## src/rtl/td_decoder_pkg.sv

```systemverilog
// Shared definitions for the time-domain encoder/decoder pair.
// Holds the FSM state encoding and the code width and unit scaling that both sides use.
package td_decoder_pkg;

    localparam int DEF_BITS        = 3;
    localparam int DEF_UNIT        = 4;
    localparam int DEF_SYNC_STAGES = 2;

    typedef enum logic [1:0] {
        IDLE  = 2'd0,
        COUNT = 2'd1,
        DONE  = 2'd2
    } state_t;

endpackage

```

## src/rtl/td_edge_sync.sv

```systemverilog
// Synchronizer and rising-edge detector for one asynchronous edge input.
// Ports: clk, rst_n (sync, active-low), din (async in), pulse (one-cycle rise pulse).
module td_edge_sync #(
    parameter int SYNC_STAGES = 2
) (
    input  logic clk,
    input  logic rst_n,
    input  logic din,
    output logic pulse
);

    logic [SYNC_STAGES-1:0] sync;
    logic                   last;

    always_ff @(posedge clk) begin
        if (!rst_n) begin
            sync <= '0;
            last <= 1'b0;
        end else begin
            sync <= {sync[SYNC_STAGES-2:0], din};
            last <= sync[SYNC_STAGES-1];
        end
    end

    assign pulse = sync[SYNC_STAGES-1] & ~last;

endmodule

```

## src/rtl/td_decoder.sv

```systemverilog
// Time-domain decoder: measures the gap between start and stop edges in UNIT-cycle steps.
// Ports: clk, rst_n, tin_ref/tin_sig (async edges), dout/dout_valid/dout_ready, ovf, busy.
module td_decoder
    import td_decoder_pkg::*;
#(
    parameter int BITS        = DEF_BITS,
    parameter int UNIT        = DEF_UNIT,
    parameter int SYNC_STAGES = DEF_SYNC_STAGES
) (
    input  logic            clk,
    input  logic            rst_n,
    input  logic            tin_ref,
    input  logic            tin_sig,
    output logic [BITS-1:0] dout,
    output logic            dout_valid,
    input  logic            dout_ready,
    output logic            ovf,
    output logic            busy
);

    localparam int MAX = 2**BITS - 1;
    localparam int PW  = (UNIT > 1) ? $clog2(UNIT) : 1;

    localparam logic [PW-1:0]   PLAST = PW'(UNIT - 1);
    localparam logic [BITS-1:0] CMAX  = BITS'(MAX);

    logic ref_p;
    logic sig_p;

    state_t          state, state_nx;
    logic [PW-1:0]   presc, presc_nx;
    logic [BITS-1:0] cnt, cnt_nx;
    logic [BITS-1:0] dout_nx;
    logic            ovf_nx;
    logic            wrap;

    td_edge_sync #(.SYNC_STAGES(SYNC_STAGES)) u_ref (
        .clk   (clk),
        .rst_n (rst_n),
        .din   (tin_ref),
        .pulse (ref_p)
    );

    td_edge_sync #(.SYNC_STAGES(SYNC_STAGES)) u_sig (
        .clk   (clk),
        .rst_n (rst_n),
        .din   (tin_sig),
        .pulse (sig_p)
    );

    // In COUNT, {cnt,presc} holds k-1, so floor(k/UNIT) = cnt + wrap.
    assign wrap = (presc == PLAST);

    always_ff @(posedge clk) begin
        if (!rst_n) begin
            state <= IDLE;
            presc <= '0;
            cnt   <= '0;
            dout  <= '0;
            ovf   <= 1'b0;
        end else begin
            state <= state_nx;
            presc <= presc_nx;
            cnt   <= cnt_nx;
            dout  <= dout_nx;
            ovf   <= ovf_nx;
        end
    end

    always_comb begin
        state_nx = state;
        presc_nx = presc;
        cnt_nx   = cnt;
        dout_nx  = dout;
        ovf_nx   = ovf;
        unique case (state)
            IDLE: begin
                if (ref_p) begin
                    presc_nx = '0;
                    cnt_nx   = '0;
                    if (sig_p) begin
                        dout_nx  = '0;
                        ovf_nx   = 1'b0;
                        state_nx = DONE;
                    end else begin
                        state_nx = COUNT;
                    end
                end
            end
            COUNT: begin
                // Range end beats a coincident stop edge.
                if (wrap && (cnt == CMAX)) begin
                    dout_nx  = CMAX;
                    ovf_nx   = 1'b1;
                    state_nx = DONE;
                end else if (sig_p) begin
                    dout_nx  = cnt + BITS'(wrap);
                    ovf_nx   = 1'b0;
                    state_nx = DONE;
                end else if (wrap) begin
                    presc_nx = '0;
                    cnt_nx   = cnt + 1'b1;
                end else begin
                    presc_nx = presc + 1'b1;
                end
            end
            DONE: begin
                if (dout_ready) begin
                    state_nx = IDLE;
                end
            end
            default: begin
                state_nx = IDLE;
            end
        endcase
    end

    assign busy       = (state == COUNT);
    assign dout_valid = (state == DONE);

endmodule
```

## config.mk

```make
export PLATFORM = sky130hd
export DESIGN_NAME = td_decoder
export DESIGN_NICKNAME = d
export VERILOG_FILES = /design/src/rtl/td_decoder_pkg.sv /design/src/rtl/td_edge_sync.sv /design/src/rtl/td_decoder.sv
export SDC_FILE = /design/constraint.sdc
export NUM_CORES = 1
export LEC_CHECK = 0
export ABC_AREA = 1
export ABC_CLOCK_PERIOD_IN_PS = 1700
export BUFFER_PORTS_ARGS = -buffer_cell sky130_fd_sc_hd__buf_4
export CAP_MARGIN = 20
export CORE_AREA = 3 3 44 46
export DETAILED_ROUTE_END_ITERATION = 12
export DIE_AREA = 0 0 47 49
export GPL_ROUTABILITY_DRIVEN = 0
export MAX_ROUTING_LAYER = met4
export PLACE_DENSITY = 0.76
export SLEW_MARGIN = 20
export SYNTH_ARGS = -nofsm -noshare
export SYNTH_HDL_FRONTEND = slang
export SYNTH_SLANG_ARGS = --single-unit
```

## constraint.sdc

```tcl
create_clock -name clk -period 1.7 [get_ports clk]
set_input_delay 0.51 -clock clk [delete_from_list [all_inputs] [get_ports clk]]
set_output_delay 0.51 -clock clk [all_outputs]
set_load 0.01 [all_outputs]
```

==> results.json <==
{
  "route.detailed.wl_per_inst_um": 10.81,
  "globalRoute.totalOverflow": 0,
  "dieArea_um2": 2303,
  "post-route-drc-count": 0,
  "num_antenna_cells": 0,
  "cts-htree-levels": 1,
  "syn_avg_cell_area_um2": 8.042,
  "port_buffers": 10,
  "detail-route-antenna-nets": 0,
  "cts_hold_repair.buffers": 0,
  "synth_area_um2": 828.3,
  "syn_inst": 103,
  "post-dp-hpwl_um": 1104,
  "die_w_um": 47,
  "timing.critical_path.slowest_cell_delay_ns": 0.42,
  "setup_violations": 0,
  "grt_usage_pct": 15.26,
  "cp_max_stage_cell": "sky130_fd_sc_hd__dfxtp_1",
  "slew_violations": 0,
  "finClkSkew_ns": 0.003581,
  "clock_sink_count": 17,
  "first_global_vias": 617,
  "detail_route.wirelength_um": 1416,
  "antenna_found_initial": 0,
  "grt_pass1_wl_um": 2580,
  "vdd_drop_max_mv": 0.5043,
  "flow.area_growth_from_synthesis_pct": 12.08,
  "rows": 14,
  "synth_top_area_cell": "sky130_fd_sc_hd__dfxtp_1",
  "required_ns": 1.19,
  "synthMostInstantiatedCell": "sky130_fd_sc_hd__nand2_1",
  "clock_tree.buffer_depth": 2,
  "dr_total_vias": 675,
  "clk_pin_slew_worst_paths_ns": 0.10,
  "clock_tree.root_cell": "sky130_fd_sc_hd__clkbuf_4",
  "numPlacedInstances": 127,
  "grt_setup_unrepaired": "no",
  "post-layout-total-power_mw": 0.7558,
  "hp-class": "input port to flop",
  "drive_above_1_share_pct": 26.96,
  "vias_per_cell": 5.153,
  "achievable-frequency_mhz": 641.5,
  "yosysWarningCount": 0,
  "cp-end-kind": "output pin",
  "cp_max_fo": 4,
  "synth_seq_cells": 17,
  "final.setup.tns_ns": 0,
  "path_cells": "inv_2 > nor2_1 > buf_4",
  "clk_latency_ns": 0.29,
  "leakage_nw": 0.4554,
  "critical_path_class": "flop to output pin",
  "post-route-cell-area_um2": 928.4,
  "largest_net_degree_at_the_start_of_global_routing": 12,
  "synthesis.nets": 113,
  "crit_family": "flip-flops",
  "hold_viol_final": 0,
  "status": "finished clean",
  "yosys_most_used_dff": "sky130_fd_sc_hd__dfxtp_1",
  "critical_path_start_type": "flop",
  "max_cap_viol_count": 0,
  "design.portCount": 11,
  "synth_area_leaders": "sky130_fd_sc_hd__dfxtp_1 41%, sky130_fd_sc_hd__nand2_1 11%, sky130_fd_sc_hd__ha_1 7.6%, sky130_fd_sc_hd__a21oi_1 5.4%, sky130_fd_sc_hd__inv_1 5.4%",
  "die-height_um": 49,
  "power-per-cell-area_nw_per_um2": 814.1,
  "detail_route.first_pass.iterations": 4,
  "core-area_um2": 1541,
  "postSynth.asyncResetShare_pct": 0,
  "worst_slew_pin_slew_ns": 0.3278,
  "synth-edff-count": 0,
  "crit_arrival_ns": 1.05,
  "postCtsSetupBuffers": 0,
  "synth_top_area_share_pct": 41.09,
  "instances_no_fill": 131,
  "cp_bufs_invs": 2,
  "number_of_nets_in_the_final_layout": 126,
  "drt-initial-drc-count": 13,
  "number_of_buffers_added_by_the_clock_tree_synthesis_step": 3,
  "floorplan.initialDensity_pct": 53.73,
  "hold_ws_ns": 0.4046,
  "placement_cell_area_um2": 900.9,
  "worst_slew_margin_rel_pct": 78.15,
  "synth_sequential_area_ratio_pct": 41.09,
  "period_needed_ns": 1.559,
  "tritoncts": "done",
  "synth_cell_type_count": 21,
  "timing.final.crit_share_pct": 91.70,
  "synth.cells.most_frequent": "24 x sky130_fd_sc_hd__nand2_1, 17 x sky130_fd_sc_hd__dfxtp_1, 12 x sky130_fd_sc_hd__inv_1"
}
-- path summary, 6_finish.rpt --
path / start / end / slack [ns] / cells after the start
worst max register to register: presc[0] / dout[2] / 0.23 / 8
worst max-delay path: state[1] / dout_valid / 0.14 / 3
worst min register to register: u_ref.sync[0] / u_ref.sync[1] / 0.43 / 2
worst min-delay path: tin_sig / u_sig.sync[0] / 0.40 / 3
-- registers in the layout (all words and copies together) (netlist names) --
signal and flops:
cnt 3, dout 3, presc 2, state 2
u_ref.sync 2, u_sig.sync 2, ovf 1, u_ref.last 1
u_sig.last 1
-- kinds of logic after synthesis --
logic type	Yosys count	share of synthesized area (%)
AND/OR/NAND/NOR	47	30.36
AO/OA/AOI/OAI	17	11.48
buffers and inverters	17	9.516
flip-flops	17	41.09
adder cells (fa/ha/maj)	5	7.553
-- metrics by stage --
stage,utilization [%],setup slack [ns]
finish,60.23,0.1412
global route,60.23,0.02430
CTS,60.15,0.06892
detailed placement,58.44,0.2365
global placement,58.44,0.2832
floorplan,-,0.3486
-- layout by cell type (no fill, tap or decap), types with 3 or more instances in the layout --
cell,n
sky130_fd_sc_hd__clkbuf_4,3
sky130_fd_sc_hd__inv_2,3
sky130_fd_sc_hd__a21oi_1,9
sky130_fd_sc_hd__nand3_1,5
sky130_fd_sc_hd__o21ai_0,5
sky130_fd_sc_hd__nor2_1,4
sky130_fd_sc_hd__dfxtp_1,16
sky130_fd_sc_hd__nand2_1,24
sky130_fd_sc_hd__ha_1,5
sky130_fd_sc_hd__buf_4,10
sky130_fd_sc_hd__nor2_2,4
sky130_fd_sc_hd__inv_1,12
-- layer usage --
layer  GRT usage, %  wire [um]  up-vias
li1               -          -      352
met1          19.73        649      303
met2          22.85        683       18
met3          4.428         72        2
met4          4.147         10        0
met5              -          0        -
-- report_power, final --
group | switching (mW) | total [mW] | internal, mW
Combinational | 0.0618 | 0.105 | 0.0435
Clock | 0.127 | 0.218 | 0.0911
Sequential | 0.0164 | 0.433 | 0.416
-- what timing repair did --
item / in CTS / in global routing
endpoints found under the setup margin: 0 / 1
resized for setup: 0 / 1
endpoints found under the hold margin: 0 / 0
-- area by class of cell --
| type | instances | area (um2) |
|---|---|---|
| inverter | 15 | 56.30 |
| clock buffer | 4 | 26.28 |
| timing repair buffer | 10 | 75.07 |
| fill | 153 | 613.1 |
| tap | 16 | 20.02 |
| sequential | 17 | 341.6 |
| multi-input combinational | 69 | 409.1 |
-- worst min-delay path, cell delays in order --
cell and delay, ns:
sky130_fd_sc_hd__buf_4 0.08, sky130_fd_sc_hd__nand2_1 0.04, sky130_fd_sc_hd__inv_1 0.04
Note: power is estimated with default switching activity, not from simulation.
